`src/rtl/ftdi_rx_frame_pkg.sv`:
```
// Shared definitions for the FT60x receive frame parser: header field
// positions, the default sync pattern, the parser state encoding and the
// running checksum update.
package ftdi_rx_frame_pkg;

  // Default sync pattern expected in the upper half of a header word
  localparam logic [15:0] SYNC_WORD_DEFAULT = 16'hA55A;

  // Header word layout: {SYNC[15:0], LEN[15:0]}
  localparam int unsigned HDR_SYNC_MSB = 32'd31;
  localparam int unsigned HDR_SYNC_LSB = 32'd16;
  localparam int unsigned HDR_LEN_MSB  = 32'd15;
  localparam int unsigned HDR_LEN_LSB  = 32'd0;

  // Parser states
  typedef enum logic [1:0] {
    HUNT    = 2'd0,
    PAYLOAD = 2'd1,
    CHECK   = 2'd2
  } rx_state_e;

  // Frame checksum is the XOR of all payload words
  function automatic logic [31:0] csum_update(input logic [31:0] acc,
                                              input logic [31:0] word);
    return acc ^ word;
  endfunction

endpackage

```
`src/rtl/ftdi_sat_counter.sv`:
```
// Saturating event counter used for the parser statistics. Holds at
// all-ones once reached so a stuck error source never wraps back to a
// small, innocent-looking value.
module ftdi_sat_counter #(
  parameter int unsigned CNT_W = 32'd16
) (
  input  logic             clk,
  input  logic             rst_n,
  input  logic             inc_en,
  output logic [CNT_W-1:0] count
);

  localparam logic [CNT_W-1:0] CNT_MAX = {CNT_W{1'b1}};

  logic [CNT_W-1:0] count_r;

  // Count enabled events, pinning at the maximum value
  always_ff @(posedge clk or negedge rst_n) begin
    if (!rst_n) begin
      count_r <= '0;
    end else if (inc_en && (count_r != CNT_MAX)) begin
      count_r <= count_r + CNT_W'(1'b1);
    end
  end

  assign count = count_r;

endmodule

```
`src/rtl/ftdi_rx_frame_parser.sv`:
```
// FT60x receive frame parser. Hunts for a {SYNC, LEN} header in the raw
// USB word stream, forwards LEN payload words as one AXI4-Stream packet
// (tlast on the final word, tuser = error), checks the trailing XOR
// checksum and aborts frames whose input stalls for TIMEOUT cycles.
// Payload is staged through a one-word hold register so the last word can
// be tagged with tlast/tuser once the checksum (or timeout) is known.
module ftdi_rx_frame_parser
  import ftdi_rx_frame_pkg::*;
#(
  parameter logic [15:0] SYNC_WORD = SYNC_WORD_DEFAULT,
  parameter int unsigned MAX_LEN   = 32'd1024,
  parameter int unsigned TIMEOUT   = 32'd65535,
  parameter int unsigned CNT_W     = 32'd16
) (
  input  logic             rx_clk,
  input  logic             rx_rstn,
  input  logic             s_axis_tvalid,
  output logic             s_axis_tready,
  input  logic [31:0]      s_axis_tdata,
  input  logic             s_axis_tlast,
  output logic             m_axis_tvalid,
  input  logic             m_axis_tready,
  output logic [31:0]      m_axis_tdata,
  output logic [3:0]       m_axis_tkeep,
  output logic             m_axis_tlast,
  output logic             m_axis_tuser,
  output logic             busy,
  output logic [CNT_W-1:0] ok_cnt,
  output logic [CNT_W-1:0] sync_err_cnt,
  output logic [CNT_W-1:0] len_err_cnt,
  output logic [CNT_W-1:0] csum_err_cnt,
  output logic [CNT_W-1:0] tout_cnt
);

  localparam int unsigned    IDLE_W      = $clog2(TIMEOUT + 32'd1);
  localparam logic [15:0]    MAX_LEN_C   = 16'(MAX_LEN);
  localparam logic [IDLE_W-1:0] TOUT_LAST_C = IDLE_W'(TIMEOUT - 32'd1);

  // Parser state
  rx_state_e         state_r;
  logic [15:0]       len_r;
  logic [15:0]       wcnt_r;
  logic [31:0]       csum_r;
  logic [31:0]       hold_r;
  logic              hold_vld_r;
  logic [IDLE_W-1:0] idle_r;

  // Registered output stage
  logic              m_valid_r;
  logic [31:0]       m_data_r;
  logic              m_last_r;
  logic              m_user_r;

  // Decode
  logic              out_free_s;
  logic              s_ready_s;
  logic              accept_s;
  logic [15:0]       hdr_sync_s;
  logic [15:0]       hdr_len_s;
  logic              sync_match_s;
  logic              len_ok_s;
  logic              tout_fire_s;
  logic              push_s;
  logic              push_last_s;
  logic              push_user_s;
  logic              ok_inc_s;
  logic              sync_inc_s;
  logic              len_inc_s;
  logic              csum_inc_s;
  logic              tout_inc_s;

  // USB transfer boundaries carry no framing meaning
  logic              unused_tlast_s;
  assign unused_tlast_s = s_axis_tlast;

  assign hdr_sync_s   = s_axis_tdata[HDR_SYNC_MSB:HDR_SYNC_LSB];
  assign hdr_len_s    = s_axis_tdata[HDR_LEN_MSB:HDR_LEN_LSB];
  assign sync_match_s = (hdr_sync_s == SYNC_WORD);
  assign len_ok_s     = (hdr_len_s != 16'd0) && (hdr_len_s <= MAX_LEN_C);

  // Output register can take a new word unless it is holding a stalled one
  assign out_free_s   = !m_valid_r || m_axis_tready;
  assign accept_s     = s_axis_tvalid && s_ready_s;

  // Idle timer only advances while waiting on input, never on output stall
  assign tout_fire_s  = (state_r != HUNT) && !accept_s && out_free_s &&
                        (idle_r == TOUT_LAST_C);

  // Input ready: always open while hunting, otherwise follows output space
  always_comb begin
    s_ready_s = 1'b1;
    if (state_r == HUNT) begin
      s_ready_s = 1'b1;
    end else begin
      s_ready_s = out_free_s;
    end
  end

  // Per-cycle decode of output pushes and statistics events
  always_comb begin
    push_s      = 1'b0;
    push_last_s = 1'b0;
    push_user_s = 1'b0;
    ok_inc_s    = 1'b0;
    sync_inc_s  = 1'b0;
    len_inc_s   = 1'b0;
    csum_inc_s  = 1'b0;
    tout_inc_s  = 1'b0;
    case (state_r)
      HUNT: begin
        if (accept_s && !sync_match_s) begin
          sync_inc_s = 1'b1;
        end else if (accept_s && !len_ok_s) begin
          len_inc_s = 1'b1;
        end else begin
          sync_inc_s = 1'b0;
        end
      end
      PAYLOAD: begin
        if (accept_s) begin
          push_s = hold_vld_r;
        end else if (tout_fire_s) begin
          push_s      = hold_vld_r;
          push_last_s = 1'b1;
          push_user_s = 1'b1;
          tout_inc_s  = 1'b1;
        end else begin
          push_s = 1'b0;
        end
      end
      CHECK: begin
        if (accept_s) begin
          push_s      = hold_vld_r;
          push_last_s = 1'b1;
          if (s_axis_tdata == csum_r) begin
            push_user_s = 1'b0;
            ok_inc_s    = 1'b1;
          end else begin
            push_user_s = 1'b1;
            csum_inc_s  = 1'b1;
          end
        end else if (tout_fire_s) begin
          push_s      = hold_vld_r;
          push_last_s = 1'b1;
          push_user_s = 1'b1;
          tout_inc_s  = 1'b1;
        end else begin
          push_s = 1'b0;
        end
      end
      default: begin
        push_s = 1'b0;
      end
    endcase
  end

  // Frame FSM: header hunt, payload staging through hold, checksum, timeout
  always_ff @(posedge rx_clk or negedge rx_rstn) begin
    if (!rx_rstn) begin
      state_r    <= HUNT;
      len_r      <= 16'd0;
      wcnt_r     <= 16'd0;
      csum_r     <= 32'd0;
      hold_r     <= 32'd0;
      hold_vld_r <= 1'b0;
      idle_r     <= '0;
    end else begin
      case (state_r)
        HUNT: begin
          idle_r     <= '0;
          hold_vld_r <= 1'b0;
          if (accept_s && sync_match_s && len_ok_s) begin
            len_r   <= hdr_len_s;
            wcnt_r  <= 16'd0;
            csum_r  <= 32'd0;
            state_r <= PAYLOAD;
          end
        end
        PAYLOAD: begin
          if (accept_s) begin
            csum_r     <= csum_update(csum_r, s_axis_tdata);
            wcnt_r     <= wcnt_r + 16'd1;
            hold_r     <= s_axis_tdata;
            hold_vld_r <= 1'b1;
            idle_r     <= '0;
            if ((wcnt_r + 16'd1) == len_r) begin
              state_r <= CHECK;
            end
          end else if (tout_fire_s) begin
            hold_vld_r <= 1'b0;
            idle_r     <= '0;
            state_r    <= HUNT;
          end else if (out_free_s) begin
            idle_r <= idle_r + IDLE_W'(1'b1);
          end
        end
        CHECK: begin
          if (accept_s || tout_fire_s) begin
            hold_vld_r <= 1'b0;
            idle_r     <= '0;
            state_r    <= HUNT;
          end else if (out_free_s) begin
            idle_r <= idle_r + IDLE_W'(1'b1);
          end
        end
        default: begin
          hold_vld_r <= 1'b0;
          idle_r     <= '0;
          state_r    <= HUNT;
        end
      endcase
    end
  end

  // AXIS output register: load on push, clear once taken, hold while stalled
  always_ff @(posedge rx_clk or negedge rx_rstn) begin
    if (!rx_rstn) begin
      m_valid_r <= 1'b0;
      m_data_r  <= 32'd0;
      m_last_r  <= 1'b0;
      m_user_r  <= 1'b0;
    end else if (push_s) begin
      m_valid_r <= 1'b1;
      m_data_r  <= hold_r;
      m_last_r  <= push_last_s;
      m_user_r  <= push_user_s;
    end else if (m_axis_tready) begin
      m_valid_r <= 1'b0;
      m_last_r  <= 1'b0;
      m_user_r  <= 1'b0;
    end
  end

  assign s_axis_tready = s_ready_s;
  assign m_axis_tvalid = m_valid_r;
  assign m_axis_tdata  = m_data_r;
  assign m_axis_tkeep  = 4'hF;
  assign m_axis_tlast  = m_last_r;
  assign m_axis_tuser  = m_user_r;
  assign busy          = (state_r != HUNT);

  ftdi_sat_counter #(.CNT_W(CNT_W)) u_ok_cnt (
    .clk(rx_clk), .rst_n(rx_rstn), .inc_en(ok_inc_s), .count(ok_cnt)
  );

  ftdi_sat_counter #(.CNT_W(CNT_W)) u_sync_err_cnt (
    .clk(rx_clk), .rst_n(rx_rstn), .inc_en(sync_inc_s), .count(sync_err_cnt)
  );

  ftdi_sat_counter #(.CNT_W(CNT_W)) u_len_err_cnt (
    .clk(rx_clk), .rst_n(rx_rstn), .inc_en(len_inc_s), .count(len_err_cnt)
  );

  ftdi_sat_counter #(.CNT_W(CNT_W)) u_csum_err_cnt (
    .clk(rx_clk), .rst_n(rx_rstn), .inc_en(csum_inc_s), .count(csum_err_cnt)
  );

  ftdi_sat_counter #(.CNT_W(CNT_W)) u_tout_cnt (
    .clk(rx_clk), .rst_n(rx_rstn), .inc_en(tout_inc_s), .count(tout_cnt)
  );

endmodule
```
`config.mk`:
```
export PLATFORM = sky130hd
export DESIGN_NAME = ftdi_rx_frame_parser
export DESIGN_NICKNAME = d
export VERILOG_FILES = /design/src/rtl/ftdi_rx_frame_pkg.sv /design/src/rtl/ftdi_sat_counter.sv /design/src/rtl/ftdi_rx_frame_parser.sv
export SDC_FILE = /design/constraint.sdc
export NUM_CORES = 1
export LEC_CHECK = 0
export BUFFER_PORTS_ARGS = -buffer_cell sky130_fd_sc_hd__buf_2
export CELL_PAD_IN_SITES_DETAIL_PLACEMENT = 1
export CELL_PAD_IN_SITES_GLOBAL_PLACEMENT = 2
export CORE_ASPECT_RATIO = 2
export CORE_MARGIN = 8
export CORE_UTILIZATION = 41
export CTS_BUF_LIST = sky130_fd_sc_hd__clkbuf_16
export CTS_CLUSTER_DIAMETER = 50
export DETAILED_ROUTE_END_ITERATION = 10
export PLACE_DENSITY = 0.88
export RECOVER_POWER = 25
export SYNTH_ARGS = -nofsm -noshare
export SYNTH_HDL_FRONTEND = slang
export SYNTH_HIERARCHICAL = 1
export SYNTH_SLANG_ARGS = --single-unit
export TNS_END_PERCENT = 20
```
`constraint.sdc`:
```
create_clock -name rx_clk -period 8.63 [get_ports rx_clk]
set_input_delay 0.863 -clock rx_clk [delete_from_list [all_inputs] [get_ports rx_clk]]
set_output_delay 0.863 -clock rx_clk [all_outputs]
set_load 0.05 [all_outputs]
```
======== After elaboration in Yosys (flattened, before gate mapping) ========
Cells that the tools add are included.
storage, ports and cells
  bits of input ports ..................... 37
  register bits after elaboration ......... 230
  output and inout port bits .............. 121
cells by class
  reductions and logical operators ........ 31
  bitwise operators ....................... 1
  $add $sub $neg .......................... 7
  magnitude comparators ................... 1
  mux-type cells .......................... 47
  eq/ne operators ......................... 16
operators with widths
  kind                                                    count
  adder 16 x 1 -> 16 bit (second input constant)          7
  two-way mux 16 bit                                      6
  inequality test 16 bit (second input constant)          5
  two-way mux 32 bit                                      2
  case mux 16 bit (2 select lines)                        2
  case mux 32 bit (2 select lines)                        1
  == test 16 bit (second input constant)                  2
  == test 32 bit                                          1
  bitwise XOR 32 bit                                      1
  two-way mux 1 bit                                       27
  == test 16 bit                                          1
  <= comparator 16 x 11 -> 1 bit (second input constant)  1
  nonzero test 16 bit                                     1
  logical AND 1 bit                                       14
  two-way mux 2 bit                                       5
  inequality test 3 bit (second input constant)           2
  case mux 1 bit (2 select lines)                         3
  case mux 2 bit (3 select lines)                         1
  AND reduction 2 bit                                     3
  nonzero test 2 bit                                      3
  logical NOT 1 bit                                       4
  inequality test 2 bit (second input constant)           2
  AND reduction 4 bit                                     1
  AND reduction 3 bit                                     1
  6 further kinds                                         7

======== Depth between registers and ports, before layout ========
Gate-level depths: netlist of run 1.
  depth after elaboration ................. 12
  depth in mapped cells ................... 13

======== Cells and area by module ========
The synthesis of run 1 kept the hierarchy.
modules (own cells, without submodules)
  module                                 instances  seq. area each (um2)  area an instance (um2)  cells each
  ftdi_rx_frame_parser                   1          3753.6                7676.1                  708
  ftdi_sat_counter (u_csum_err_cnt ...)  4          400.4                 859.6                   72
  ftdi_sat_counter (u_tout_cnt)          1          400.4                 782.0                   72

======== Worst setup path before layout of run 1 ========
OpenSTA, ideal clock, no wires.
  kind .................................... register -> register
  start ................................... register state_r[0]
  end ..................................... register u_csum_err_cnt.count_r[7], in the netlist u_csum_err_cnt/count[7]
  slack ................................... 5.454 ns
  setup time .............................. 0.133 ns
  data required time ...................... 8.497 ns
  arrival ................................. 3.043 ns
  stages on the path, launching flop included .. 14
  clock period less this slack ............ 3.176 ns
  path through ............................ dfrtp_1 > inv_1 > ha_1 > clkbuf_2 > inv_1 > nand3_1 > and2_1 > buf_2 > nand2_1 > a21oi_1 > and3_1 > and4_2 > a31oi_1 > a31oi_1
between the ends
  cells in the longest elaborated chain, start to end .. 6
  elaborated cells on any way between the ends .. 7
  classes of those cells .................. eq/ne (1); mux (3); reduce/logical (3)
ends and longest elaborated chain
  what                      line                         source
  start: declaration        ftdi_rx_frame_parser.sv:40   rx_state_e state_r;
  start signal: assignment  ftdi_rx_frame_parser.sv:160  state_r <= HUNT;
  start signal: assignment  ftdi_rx_frame_parser.sv:176  state_r <= PAYLOAD;
  start signal: assignment  ftdi_rx_frame_parser.sv:187  state_r <= CHECK;
  logical NOT 2 bit         ftdi_rx_frame_parser.sv:92   if (state_r == HUNT) begin
  two-way mux 1 bit         ftdi_rx_frame_parser.sv:92
  via s_axis_tready         ftdi_rx_frame_parser.sv:18   output logic s_axis_tready,
  logical AND 1 bit         ftdi_rx_frame_parser.sv:83   assign accept_s = s_axis_tvalid && s_ready_s;
  two-way mux 1 bit         ftdi_rx_frame_parser.sv:132  if (accept_s) begin
  two-way mux 1 bit         ftdi_rx_frame_parser.sv:109  case (state_r)
  via csum_inc_s            ftdi_rx_frame_parser.sv:69   logic csum_inc_s;
  logical AND 1 bit         ftdi_sat_counter.sv:21       end else if (inc_en && (count_r != CNT_MAX)) begin
  end signal: assignment    ftdi_sat_counter.sv:22       count_r <= count_r + CNT_W'(1'b1);
  end: declaration          ftdi_sat_counter.sv:15       logic [CNT_W-1:0] count_r;
The timed path passes the listed nets, and every way through them passes these cells.
A chain may end at the register's enable or synchronous reset.

==> results.sh, run 1 <==
export IMPL_cp_num_buf_inv=2
export IMPL_ys_async_sr_fraction_pct=100
export IMPL_clock_skew_ps=15.1
export IMPL_ios=158
export IMPL_cts_post_setup_buffers_inserted=0
export IMPL_wire_length_of_the_first_global_routing_pass_um=55800
export IMPL_grt_setup_unrepaired="no"
export IMPL_synth_enable_flop_cells=0
export IMPL_tritoncts_num_buffers=23
export IMPL_critical_path_class="in2async"
export IMPL_yosysWarningCount=6
export IMPL_min_period_ps=3920
export IMPL_vias=9195
export IMPL_multi_input_comb_area_mm2=0.00589
export IMPL_final_hold_viol_count=0
export IMPL_dieArea_mm2=0.0351
export IMPL_grt_overflow=0
export IMPL_cpMaxStageDelayCell="sky130_fd_sc_hd__clkbuf_1"
export IMPL_worst_skew_pair_late_latency_ps=520
export IMPL_layout_drive_gt1_share_pct=25.0
export IMPL_area_sequential_mm2=0.00576
export IMPL_total_global_routing_track_utilization_pct=19.8
export IMPL_timing_final_crit_share_pct=45.4
export IMPL_cts_tree="done"
export IMPL_diodes=0
export IMPL_crit_path_end_kind="asynchronous set/reset pin"
export IMPL_htreeDepth=1
export IMPL_crit_path_start_kind="primary input"
export IMPL_path_max_fanout=112
export IMPL_cp_arrival_ps=3840
export IMPL_synth_top_flop_cell="sky130_fd_sc_hd__dfrtp_1"
export IMPL_drt_iter0_markers=316
export IMPL_final_hold_worst_slack_ps=418
export IMPL_port_buffers=152
export IMPL_final_antenna_net_count=0
export IMPL_antenna_found_initial=1
export IMPL_cts_sinks=230
export IMPL_power_per_cell_area_mw_per_mm2=261
export IMPL_failed_checks="capacitance limit, slew limit"
export IMPL_finalNetCount=1261
export IMPL_maxCapViolCount=1
export IMPL_postCtsResizedCells=0
export IMPL_slew_headroom_pct=-108
export IMPL_postCtsHoldBufs=0
export IMPL_pin_count_of_the_biggest_net_entering_global_routing=113
export IMPL_routed_wirelength_um=33900
export IMPL_detailed_place_hpwl_um=24600
export IMPL_finalSetupViolations=0
export IMPL_power_static_leakage_nw=6.21
export IMPL_vdd_ir_drop_max_mv=0.170
export IMPL_worstHoldPathType="in2async"
export IMPL_clock_tree_root="sky130_fd_sc_hd__clkbuf_16"
export IMPL_sequential_area_share_after_synthesis_pct=48.4
export IMPL_yosys_cell_types_count=77
export IMPL_clk_pin_slew_worst_paths_ps=70
export IMPL_worst_slew_pin_transition_ps=3120
export IMPL_avgViaCountPerCell=5.79
export IMPL_initial_core_util_pct=41.4
export IMPL_routabilityCongestion=0.795
export IMPL_crit_chain="buf_8 > clkbuf_1"
export IMPL_postSynthCellCount=1068
export IMPL_max_freq_mhz=255
export IMPL_fin_setup_tns_ps=0
export IMPL_via_count_of_the_first_global_routing_pass=10400
export IMPL_synth_avg_cell_area_um2=11.1
export IMPL_firstDrtPassIters=4
export IMPL_syn2layout_area_growth_pct=15.0
export IMPL_syn_area_mm2=0.0119
export IMPL_synth_seq_cells=230
export IMPL_dieWidth_um=136
export IMPL_max_slew_violations=59
export IMPL_cts_max_path_buffers=3
export IMPL_cpPeakStageDelay_ps=2260
export IMPL_critical_path_required_ps=8560
export IMPL_crit_family="buffers and inverters"
export IMPL_core_area_mm2=0.0287
export IMPL_status="finished with violations"
export IMPL_wl_per_cell_um=21.3
export IMPL_fillerInstances=3131
export IMPL_rows=88
export IMPL_dieHeight_um=257
export IMPL_post_route_drc_count=0
==> layout by cell type (no fill, tap or decap), types with 8 or more instances in the layout <==
master,count
sky130_fd_sc_hd__clkbuf_1,12
sky130_fd_sc_hd__xnor2_1,73
sky130_fd_sc_hd__clkbuf_16,23
sky130_fd_sc_hd__nand4_1,61
sky130_fd_sc_hd__o21a_1,24
sky130_fd_sc_hd__buf_2,140
sky130_fd_sc_hd__nor4_4,8
sky130_fd_sc_hd__nand3b_1,23
sky130_fd_sc_hd__nor2b_1,19
sky130_fd_sc_hd__nor4_1,10
sky130_fd_sc_hd__nand3_1,69
sky130_fd_sc_hd__mux2_2,76
sky130_fd_sc_hd__o21ai_0,18
sky130_fd_sc_hd__a221o_1,11
sky130_fd_sc_hd__ha_1,10
sky130_fd_sc_hd__nor2_1,49
sky130_fd_sc_hd__xor2_1,29
sky130_fd_sc_hd__dfrtp_1,230
sky130_fd_sc_hd__nor3b_1,13
sky130_fd_sc_hd__nand2_1,79
sky130_fd_sc_hd__and3_1,15
sky130_fd_sc_hd__nand4b_1,20
sky130_fd_sc_hd__a21oi_1,23
sky130_fd_sc_hd__inv_1,21
sky130_fd_sc_hd__nor3_1,12
sky130_fd_sc_hd__o211ai_1,10
sky130_fd_sc_hd__a31oi_1,16
==> state kept, by name (all words and copies together) (netlist names), 16 cells and up <==
name / flops
u_len_err_cnt/count: 16
u_csum_err_cnt/count: 16
len_r: 16
u_sync_err_cnt/count: 16
wcnt_r: 16
m_axis_tdata: 32
csum_r: 32
idle_r: 16
u_ok_cnt/count: 16
hold_r: 32
u_tout_cnt/count: 16
==> cells by family after synthesis <==
kind of cell | count (synthesis) | share of synthesized area [%]
AND/OR/NAND/NOR | 450 | 24.3
flip-flops | 230 | 48.4
AO/OA/AOI/OAI | 134 | 8.44
XOR/XNOR | 102 | 7.51
multiplexers | 83 | 7.90
buffers and inverters | 57 | 2.26
adder cells (fa/ha/maj) | 11 | 1.16
other | 1 | 0.0315
==> stage by stage <==
step	instances	power [mW]	setup WS, ps	util [%]	instance area, µm²
after floorplan	1071	2.28	5450	-	11900
after global placement	1548	2.54	4900	45.1	13000
after detailed placement	1548	2.59	4850	45.1	13000
after CTS	1587	3.62	4990	47.7	13700
after global routing	1587	3.76	3910	47.6	13700
final	1587	3.56	4710	47.6	13700
==> worst reg2reg max path: stages, from the launching register on <==
cell and delay [ps]:
sky130_fd_sc_hd__dfrtp_1 410, sky130_fd_sc_hd__inv_1 120, sky130_fd_sc_hd__ha_1 350, sky130_fd_sc_hd__inv_1 110, sky130_fd_sc_hd__nand3_1 140, sky130_fd_sc_hd__and2_1 380
sky130_fd_sc_hd__nand2_1 260, sky130_fd_sc_hd__a21oi_1 780, sky130_fd_sc_hd__nand2_1 330, sky130_fd_sc_hd__nor4_4 270, sky130_fd_sc_hd__nand4_1 170, sky130_fd_sc_hd__xnor2_1 150
==> path summary, 6_finish.rpt <==
| kind | startpoint | endpoint | slack [ps] | cells past startpoint |
|---|---|---|---|---|
| min in group rx_clk | hold_r[13] | m_axis_tdata[13] | 500 | 1 |
| max in group rx_clk | state_r[0] | u_csum_err_cnt/count[14] | 5070 | 11 |
| worst min register to register | hold_r[13] | m_axis_tdata[13] | 500 | 1 |
| worst max-delay path | rx_rstn | m_axis_tdata[15] | 4710 | 2 |
| worst min-delay path | rx_rstn | u_tout_cnt/count[15] | 420 | 1 |
| worst max register to register | state_r[0] | u_csum_err_cnt/count[14] | 5070 | 11 |
==> synthesized netlist by cell type (4+ instances only) <==
cell	number	share of area, %
sky130_fd_sc_hd__nor3_1	12	0.50
sky130_fd_sc_hd__and4b_1	5	0.42
sky130_fd_sc_hd__nor3b_1	13	0.82
sky130_fd_sc_hd__and3_1	15	0.79
sky130_fd_sc_hd__buf_4	7	0.44
sky130_fd_sc_hd__a32oi_1	4	0.29
sky130_fd_sc_hd__nand4_1	61	3.2
sky130_fd_sc_hd__nand3_1	69	2.9
sky130_fd_sc_hd__xor2_1	29	2.1
sky130_fd_sc_hd__o21ai_0	18	0.76
sky130_fd_sc_hd__a221o_1	11	0.93
sky130_fd_sc_hd__ha_1	11	1.2
sky130_fd_sc_hd__o31ai_4	4	0.72
sky130_fd_sc_hd__nor3_2	4	0.34
sky130_fd_sc_hd__and4_1	6	0.44
sky130_fd_sc_hd__and4_4	4	0.38
sky130_fd_sc_hd__dfrtp_1	230	48
sky130_fd_sc_hd__nor2_1	49	1.5
sky130_fd_sc_hd__o21a_1	24	1.5
sky130_fd_sc_hd__or4_1	5	0.32
sky130_fd_sc_hd__a21oi_1	23	0.97
sky130_fd_sc_hd__nand4b_1	20	1.5
sky130_fd_sc_hd__buf_2	14	0.59
sky130_fd_sc_hd__a31oi_1	16	0.84
sky130_fd_sc_hd__nand3_4	4	0.59
sky130_fd_sc_hd__nor2b_1	19	1.0
sky130_fd_sc_hd__clkbuf_1	16	0.50
sky130_fd_sc_hd__xnor2_1	73	5.4
sky130_fd_sc_hd__nand4_2	6	0.63
sky130_fd_sc_hd__o211ai_1	10	0.63
sky130_fd_sc_hd__or3_1	4	0.21
sky130_fd_sc_hd__mux2_2	76	7.2
sky130_fd_sc_hd__nand3b_1	23	1.5
sky130_fd_sc_hd__nor4_4	8	1.4
sky130_fd_sc_hd__nand2_1	79	2.5
sky130_fd_sc_hd__nand4_4	4	0.72
sky130_fd_sc_hd__nor4_1	10	0.53
sky130_fd_sc_hd__inv_1	15	0.47
sky130_fd_sc_hd__and4_2	4	0.34
sky130_fd_sc_hd__nor2_2	5	0.26
sky130_fd_sc_hd__mux2_1	4	0.38
==> report_power, final <==
part | leakage, nW | switching [mW] | internal, mW
clock network | 0.379 | 0.430 | 0.572
registers | 2.95 | 0.231 | 1.32
logic | 2.89 | 0.650 | 0.358
==> routing by layer <==
metal	global-route usage, %	part of all wire (%)	up-vias
met4	8.01	3.5	2
met1	20.0	36	4733
met5	0	0.044	-
met3	3.14	4.0	59
li1	-	-	4226
met2	38.2	57	175
==> layout make-up <==
class / count / share of cell area (%)
multi-input combinational: 784 / 43.0
timing repair buffer: 159 / 5.89
clock buffer: 23 / 4.21
inverter: 15 / 0.412
sequential: 230 / 42.1
clock inverter: 16 / 1.09
tap: 360 / 3.29
Note: power is estimated with default switching activity, not from simulation.
==> run 2: changes to the inputs <==
--- a/config.mk
+++ b/config.mk
@@ -5,16 +5,17 @@
 export SDC_FILE = /design/constraint.sdc
 export NUM_CORES = 1
 export LEC_CHECK = 0
+export ABC_AREA = 1
 export BUFFER_PORTS_ARGS = -buffer_cell sky130_fd_sc_hd__buf_2
 export CELL_PAD_IN_SITES_DETAIL_PLACEMENT = 1
 export CELL_PAD_IN_SITES_GLOBAL_PLACEMENT = 2
 export CORE_ASPECT_RATIO = 2
 export CORE_MARGIN = 8
-export CORE_UTILIZATION = 41
+export CORE_UTILIZATION = 31
 export CTS_BUF_LIST = sky130_fd_sc_hd__clkbuf_16
 export CTS_CLUSTER_DIAMETER = 50
 export DETAILED_ROUTE_END_ITERATION = 10
-export PLACE_DENSITY = 0.88
+export PLACE_DENSITY = 0.79
 export RECOVER_POWER = 25
 export SYNTH_ARGS = -nofsm -noshare
 export SYNTH_HDL_FRONTEND = slang
==> constraint.sdc (replaced) <==
create_clock -name rx_clk -period 3.31 [get_ports rx_clk]
set_input_delay 0.331 -clock rx_clk [delete_from_list [all_inputs] [get_ports rx_clk]]
set_output_delay 0.331 -clock rx_clk [all_outputs]
set_load 0.05 [all_outputs]
==> run 2 against run 1 <==
Largest power group unchanged. Clock skew grew 15 ps. Wire length grew 12%. Via count grew 21%. The run still ends with capacitance limit, slew limit left. Highest routed layer unchanged.
==> results.sh, run 2 <==
export IMPL_firstDrtPassIters=4
export IMPL_power_static_leakage_nw=7.49
export IMPL_clock_skew_ps=30.0
export IMPL_antenna_found_initial=3
export IMPL_synth_avg_cell_area_um2=7.86
export IMPL_dieWidth_um=162
export IMPL_initial_core_util_pct=31.2
export IMPL_worstHoldPathType="in2reg"
export IMPL_syn2layout_area_growth_pct=17.6
export IMPL_cts_post_setup_buffers_inserted=0
export IMPL_avgViaCountPerCell=4.64
export IMPL_dieArea_mm2=0.0498
export IMPL_final_hold_viol_count=0
export IMPL_clock_tree_root="sky130_fd_sc_hd__clkbuf_16"
export IMPL_vias=11200
export IMPL_worst_skew_pair_late_latency_ps=570
export IMPL_yosysWarningCount=6
export IMPL_clk_pin_slew_worst_paths_ps=60
export IMPL_grt_setup_unrepaired="no"
export IMPL_postSynthCellCount=1677
export IMPL_failed_checks="capacitance limit, slew limit"
export IMPL_via_count_of_the_first_global_routing_pass=11800
export IMPL_post_route_drc_count=0
export IMPL_fillerInstances=5221
export IMPL_finalSetupViolations=0
export IMPL_power_per_cell_area_mw_per_mm2=730
export IMPL_grtUsageMet2_pct=25.3
export IMPL_total_global_routing_track_utilization_pct=15.5
export IMPL_crit_chain="xor2_1 > nor4_1 > nand2_1 > nor2_1 > nand2_1 > nor3_1 > buf_4 > inv_1 > nor2_1 > nand2_1 > nor2_1 > nand3_1 > nand2_1 > inv_1"
export IMPL_synth_common_cells="577 x sky130_fd_sc_hd__nand2_1, 230 x sky130_fd_sc_hd__dfrtp_1, 183 x sky130_fd_sc_hd__inv_1"
export IMPL_status="finished with violations"
export IMPL_ios=158
export IMPL_cpMaxStageDelayCell="sky130_fd_sc_hd__nor4_1"
export IMPL_yosys_cell_types_count=45
export IMPL_wire_length_of_the_first_global_routing_pass_um=63500
export IMPL_cp_arrival_ps=3040
export IMPL_multi_input_comb_area_mm2=0.00633
export IMPL_yosys_top_cells_area="sky130_fd_sc_hd__dfrtp_1 44%, sky130_fd_sc_hd__nand2_1 16%, sky130_fd_sc_hd__inv_1 5.2%"
export IMPL_synthMostInstantiatedCell="sky130_fd_sc_hd__nand2_1"
export IMPL_rows=107
export IMPL_wl_per_cell_um=15.7
export IMPL_port_buffers=152
export IMPL_synth_seq_cells=230
export IMPL_syn_area_mm2=0.0132
export IMPL_layout_drive_gt1_share_pct=21.2
export IMPL_synth_top_flop_cell="sky130_fd_sc_hd__dfrtp_1"
export IMPL_cts_sinks=230
export IMPL_vdd_ir_drop_max_mv=0.560
export IMPL_fin_setup_tns_ps=0
export IMPL_pin_count_of_the_biggest_net_entering_global_routing=71
export IMPL_most_common_cell_after_layout_fill_and_taps_aside="sky130_fd_sc_hd__nand2_1"
export IMPL_pre_cts_ws_ps=529
export IMPL_tritoncts_num_buffers=29
export IMPL_most_common_layout_cells="577 x sky130_fd_sc_hd__nand2_1, 230 x sky130_fd_sc_hd__dfrtp_1, 184 x sky130_fd_sc_hd__inv_1, 151 x sky130_fd_sc_hd__buf_2, 127 x sky130_fd_sc_hd__nor2_1"
export IMPL_synthDominantAreaCellType="sky130_fd_sc_hd__dfrtp_1"
export IMPL_grt_busiest_layer="met2"
export IMPL_dieHeight_um=308
export IMPL_cts_max_path_buffers=3
export IMPL_max_slew_violations=69
export IMPL_drt_iter0_markers=438
export IMPL_synth_enable_flop_cells=0
export IMPL_gr_usage_met3_pct=2.80
export IMPL_critical_path_required_ps=3750
export IMPL_crit_path_end_kind="register"
export IMPL_timing_final_crit_share_pct=78.7
export IMPL_min_period_ps=2600
export IMPL_gr_usage_met1_pct=20.9
export IMPL_crit_path_start_kind="register"
export IMPL_synth_top_cell_area_share_pct=43.7
export IMPL_area_sequential_mm2=0.00576
export IMPL_final_antenna_net_count=0
export IMPL_worst_slew_pin_transition_ps=2020
export IMPL_sequential_area_share_after_synthesis_pct=43.7
export IMPL_ys_async_sr_fraction_pct=100
export IMPL_final_setup_worst_slack_ps=705
export IMPL_routabilityCongestion=0.771
export IMPL_finalNetCount=1884
export IMPL_maxCapViolCount=1
export IMPL_path_max_fanout=3
export IMPL_timing_critical_path_mode_cell="sky130_fd_sc_hd__nand2_1"
export IMPL_cpPeakStageDelay_ps=550
export IMPL_detailed_place_hpwl_um=27900
export IMPL_grt_overflow=0
export IMPL_core_area_mm2=0.0423
export IMPL_max_freq_mhz=384
export IMPL_critical_path_class="reg2reg"
export IMPL_routed_wirelength_um=37900
export IMPL_slew_headroom_pct=-34.4
export IMPL_htreeDepth=1
export IMPL_cts_tree="done"
[run 2: power by group]
part / leakage, nW / switching [mW] / total [mW] / internal (mW)
clock network: 0.511 / 1.36 / 3.45 / 2.09
registers: 2.95 / 0.497 / 3.97 / 3.47
logic: 4.02 / 2.87 / 3.89 / 1.02
[run 2: worst paths after layout]
kind                             startpoint                  end  depth (start not counted)  slack (ps)
setup / recovery                  csum_r[2]   u_ok_cnt/count[15]                         14         710
hold / removal             s_axis_tdata[22]           hold_r[22]                          3          50
setup reg to reg                  csum_r[2]   u_ok_cnt/count[15]                         14         710
hold reg to reg                  hold_r[22]     m_axis_tdata[22]                          2         470
max in group asynchronous           rx_rstn            idle_r[3]                          3         930
min in group asynchronous           rx_rstn  u_tout_cnt/count[7]                          2         840
[run 2: final cells by class]
| cell class | instances | share of cell area, % |
|---|---|---|
| multi-input cells | 1212 | 40.8 |
| inverters | 194 | 4.75 |
| repair buffers | 169 | 6.17 |
| clock buffers | 29 | 4.68 |
| well taps | 545 | 4.40 |
| diodes | 2 | 0.0323 |
| flip-flops and latches | 230 | 37.1 |
| clock inverters | 25 | 2.00 |
[run 2: what timing repair did]
action                                 in CTS  in global routing
endpoints found under the hold margin      68                  0
resized for setup                           0                  0
hold buffers                                3                  0
[run 2: layer usage]
metal | wire, µm | part of all wire (%) | up-vias
met5 | 13 | 0.034 | -
met4 | 623 | 1.6 | 2
met3 | 1690 | 4.4 | 41
met2 | 17300 | 46 | 175
met1 | 18300 | 48 | 5361
li1 | - | - | 5592
[run 2: kinds of logic (layout without fill, tap and decap cells)]
group	count (synthesis)	in the layout	synth area share, %
adder cells (fa/ha/maj)	11	11	1.04
other	1	6	0.0285
AO/OA/AOI/OAI	149	149	7.22
flip-flops	230	230	43.7
AND/OR/NAND/NOR	972	972	34.4
buffers and inverters	238	417	8.38
XOR/XNOR	76	76	5.27
[run 2: worst max-delay path, delay by kind of cell, from the launching register on]
kind          cells  cell delay (ps)
simple gates     10             1600
flops             1              390
buf+inv           3              310
xor+xnor          1              160
[run 2: through the flow]
stage | utilization, % | power (mW) | hold slack, ps | area, µm² | std cells
5_1_grt | 36.6 | 12.0 | 51.5 | 15500 | 2404
6_report | 36.6 | 11.3 | 51.1 | 15500 | 2406
2_1_floorplan | - | 6.94 | 35.4 | 13200 | 1680
3_3_place_gp | 34.1 | 7.88 | 344 | 14400 | 2347
3_5_place_dp | 34.1 | 7.98 | 345 | 14400 | 2347
4_1_cts | 36.7 | 11.5 | 10.0 | 15500 | 2404
==> run 3: changes to the inputs <==
--- a/config.mk
+++ b/config.mk
@@ -11,11 +11,11 @@
 export CELL_PAD_IN_SITES_GLOBAL_PLACEMENT = 2
 export CORE_ASPECT_RATIO = 2
 export CORE_MARGIN = 8
-export CORE_UTILIZATION = 31
+export CORE_UTILIZATION = 35
 export CTS_BUF_LIST = sky130_fd_sc_hd__clkbuf_16
 export CTS_CLUSTER_DIAMETER = 50
 export DETAILED_ROUTE_END_ITERATION = 10
-export PLACE_DENSITY = 0.79
+export PLACE_DENSITY = 0.84
 export RECOVER_POWER = 25
 export SYNTH_ARGS = -nofsm -noshare
 export SYNTH_HDL_FRONTEND = slang
==> constraint.sdc (replaced) <==
create_clock -name rx_clk -period 2.71 [get_ports rx_clk]
set_input_delay 0.271 -clock rx_clk [delete_from_list [all_inputs] [get_ports rx_clk]]
set_output_delay 0.271 -clock rx_clk [all_outputs]
set_load 0.05 [all_outputs]
==> run 3 against run 2 <==
The flow still finishes with violations (capacitance limit, slew limit). Die area down 11%. Critical path depth up 2. Hold slack worse by 21 ps. Register-to-register slack worse by 410 ps. Via count up 2.1%. Non-clock buffer count up 13. Utilization up 5.0 points. Clock power up 17%. Cell count down 3.3%. Combinational power up 24%. Wire length up 6.5%. First-iteration DRC count down 28%. Critical endpoint unchanged. Largest power group unchanged. Highest routed layer unchanged.
==> results.sh, run 3 (synthesis gave the netlist of run 2 again) <==
export IMPL_final_hold_viol_count=0
export IMPL_area_sequential_mm2=0.00576
export IMPL_maxCapViolCount=1
export IMPL_antenna_found_initial=6
export IMPL_wire_length_of_the_first_global_routing_pass_um=66500
export IMPL_dieArea_mm2=0.0445
export IMPL_port_buffers=152
export IMPL_most_common_cell_after_layout_fill_and_taps_aside="sky130_fd_sc_hd__nand2_1"
export IMPL_layout_drive_gt1_share_pct=21.3
export IMPL_cp_arrival_ps=2850
export IMPL_crit_path_start_kind="primary input"
export IMPL_finalSetupViolations=0
export IMPL_clock_tree_root="sky130_fd_sc_hd__clkbuf_16"
export IMPL_cts_sinks=230
export IMPL_timing_final_crit_share_pct=89.1
export IMPL_core_area_mm2=0.0372
export IMPL_design_power_total_mw=13.7
export IMPL_failed_checks="capacitance limit, slew limit"
export IMPL_worst_skew_pair_late_latency_ps=540
export IMPL_drt_iter0_markers=316
export IMPL_critical_path_required_ps=3150
export IMPL_ios=158
export IMPL_firstDrtPassIters=4
export IMPL_most_common_layout_cells="577 x sky130_fd_sc_hd__nand2_1, 230 x sky130_fd_sc_hd__dfrtp_1, 184 x sky130_fd_sc_hd__inv_1, 151 x sky130_fd_sc_hd__buf_2, 127 x sky130_fd_sc_hd__nor2_1"
export IMPL_grt_setup_unrepaired="no"
export IMPL_fin_setup_tns_ps=0
export IMPL_placed_cell_area_mm2=0.0144
export IMPL_syn2layout_area_growth_pct=17.4
export IMPL_critical_path_class="in2reg"
export IMPL_clk_pin_slew_worst_paths_ps=70
export IMPL_cts_post_setup_buffers_inserted=0
export IMPL_vias=11400
export IMPL_via_count_of_the_first_global_routing_pass=12700
export IMPL_post_route_util_pct=41.6
export IMPL_max_freq_mhz=414
export IMPL_slew_headroom_pct=-39.7
export IMPL_worst_slew_pin_transition_ps=2100
export IMPL_status="finished with violations"
export IMPL_htreeDepth=1
export IMPL_dieWidth_um=153
export IMPL_crit_path_end_kind="register"
export IMPL_max_slew_violations=66
export IMPL_path_max_fanout=3
export IMPL_fillerInstances=4572
export IMPL_power_static_leakage_nw=7.52
export IMPL_avgViaCountPerCell=4.90
export IMPL_vdd_ir_drop_max_mv=0.678
export IMPL_worstHoldPathType="in2reg"
export IMPL_grt_overflow=0
export IMPL_min_period_ps=2410
export IMPL_final_hold_worst_slack_ps=29.7
export IMPL_wl_per_cell_um=17.3
export IMPL_finalNetCount=1895
export IMPL_cts_max_path_buffers=3
export IMPL_total_global_routing_track_utilization_pct=18.4
export IMPL_pin_count_of_the_biggest_net_entering_global_routing=68
export IMPL_cts_tree="done"
export IMPL_post_route_drc_count=0
export IMPL_dieHeight_um=290
export IMPL_final_antenna_net_count=0
export IMPL_routabilityCongestion=0.833
export IMPL_post_route_cell_area_mm2=0.0155
export IMPL_rows=100
export IMPL_clock_skew_ps=12.6
export IMPL_power_per_cell_area_mw_per_mm2=885
export IMPL_multi_input_comb_area_mm2=0.00633
export IMPL_detailed_place_hpwl_um=30700
export IMPL_initial_core_util_pct=35.5
export IMPL_tritoncts_num_buffers=27
export IMPL_routed_wirelength_um=40400
==> run 3: path summary, 6_finish.rpt <==
kind	start	end	slack [ps]	cells after the start
min in group asynchronous	rx_rstn	u_csum_err_cnt/count[7]	860	2
max in group asynchronous	rx_rstn	u_sync_err_cnt/count[2]	370	3
worst min-delay path	s_axis_tdata[23]	hold_r[23]	30	3
worst max register to register	state_r[0]	u_tout_cnt/count[15]	300	15
worst min register to register	m_axis_tdata[6]	m_axis_tdata[6]	480	2
worst max-delay path	s_axis_tdata[20]	u_ok_cnt/count[15]	300	16
==> run 3: per-layer routing <==
metal / track usage, % / part of all wire, % / up-vias / wire length, µm
met5: 0 / 0.17 / - / 69
met3: 3.17 / 3.9 / 68 / 1570
met1: 17.4 / 35 / 5540 / 14000
met4: 6.62 / 3.0 / 10 / 1230
met2: 37.9 / 58 / 181 / 23500
li1: - / - / 5606 / -
==> run 3: metrics by stage <==
stage	cells	worst slack, ps
detailed placement	2269	219
global placement	2269	237
finish	2327	295
CTS	2326	216
floorplan	1680	277
global route	2327	16.9
==> run 3: repair_timing <==
item	4_1_cts	5_1_grt
resized for setup	0	1
hold endpoints to repair	69	0
hold buffers	8	0
setup endpoints to repair	0	1
==> run 3: layout make-up <==
class	count	area share [%]
multi-input cells	1212	40.9
flip-flops and latches	230	37.2
repair buffers	182	7.05
inverters	194	4.76
clock buffers	27	4.37
well taps	459	3.71
clock inverters	22	1.94
diodes	1	0.0162
==> run 3: worst max-delay path, cell delays in order <==
cell,delay [ps]
sky130_fd_sc_hd__dlygate4sd3_1,540
sky130_fd_sc_hd__buf_2,150
sky130_fd_sc_hd__xor2_1,180
sky130_fd_sc_hd__nor4_1,330
sky130_fd_sc_hd__nand2_1,100
sky130_fd_sc_hd__nor2_1,200
sky130_fd_sc_hd__nand2_1,140
sky130_fd_sc_hd__nor3_1,160
sky130_fd_sc_hd__buf_4,180
sky130_fd_sc_hd__inv_1,80
sky130_fd_sc_hd__nor2_1,100
sky130_fd_sc_hd__nand2_1,60
sky130_fd_sc_hd__nor2_1,140
sky130_fd_sc_hd__nand3_1,100
sky130_fd_sc_hd__nand2_1,70
sky130_fd_sc_hd__inv_1,30
==> run 3: power by group <==
group / switching (mW) / total [mW] / internal [mW]
Combinational: 3.53 / 4.81 / 1.29
Clock: 1.63 / 4.05 / 2.42
Sequential: 0.583 / 4.83 / 4.24
Total: 5.74 / 13.7 / 7.96
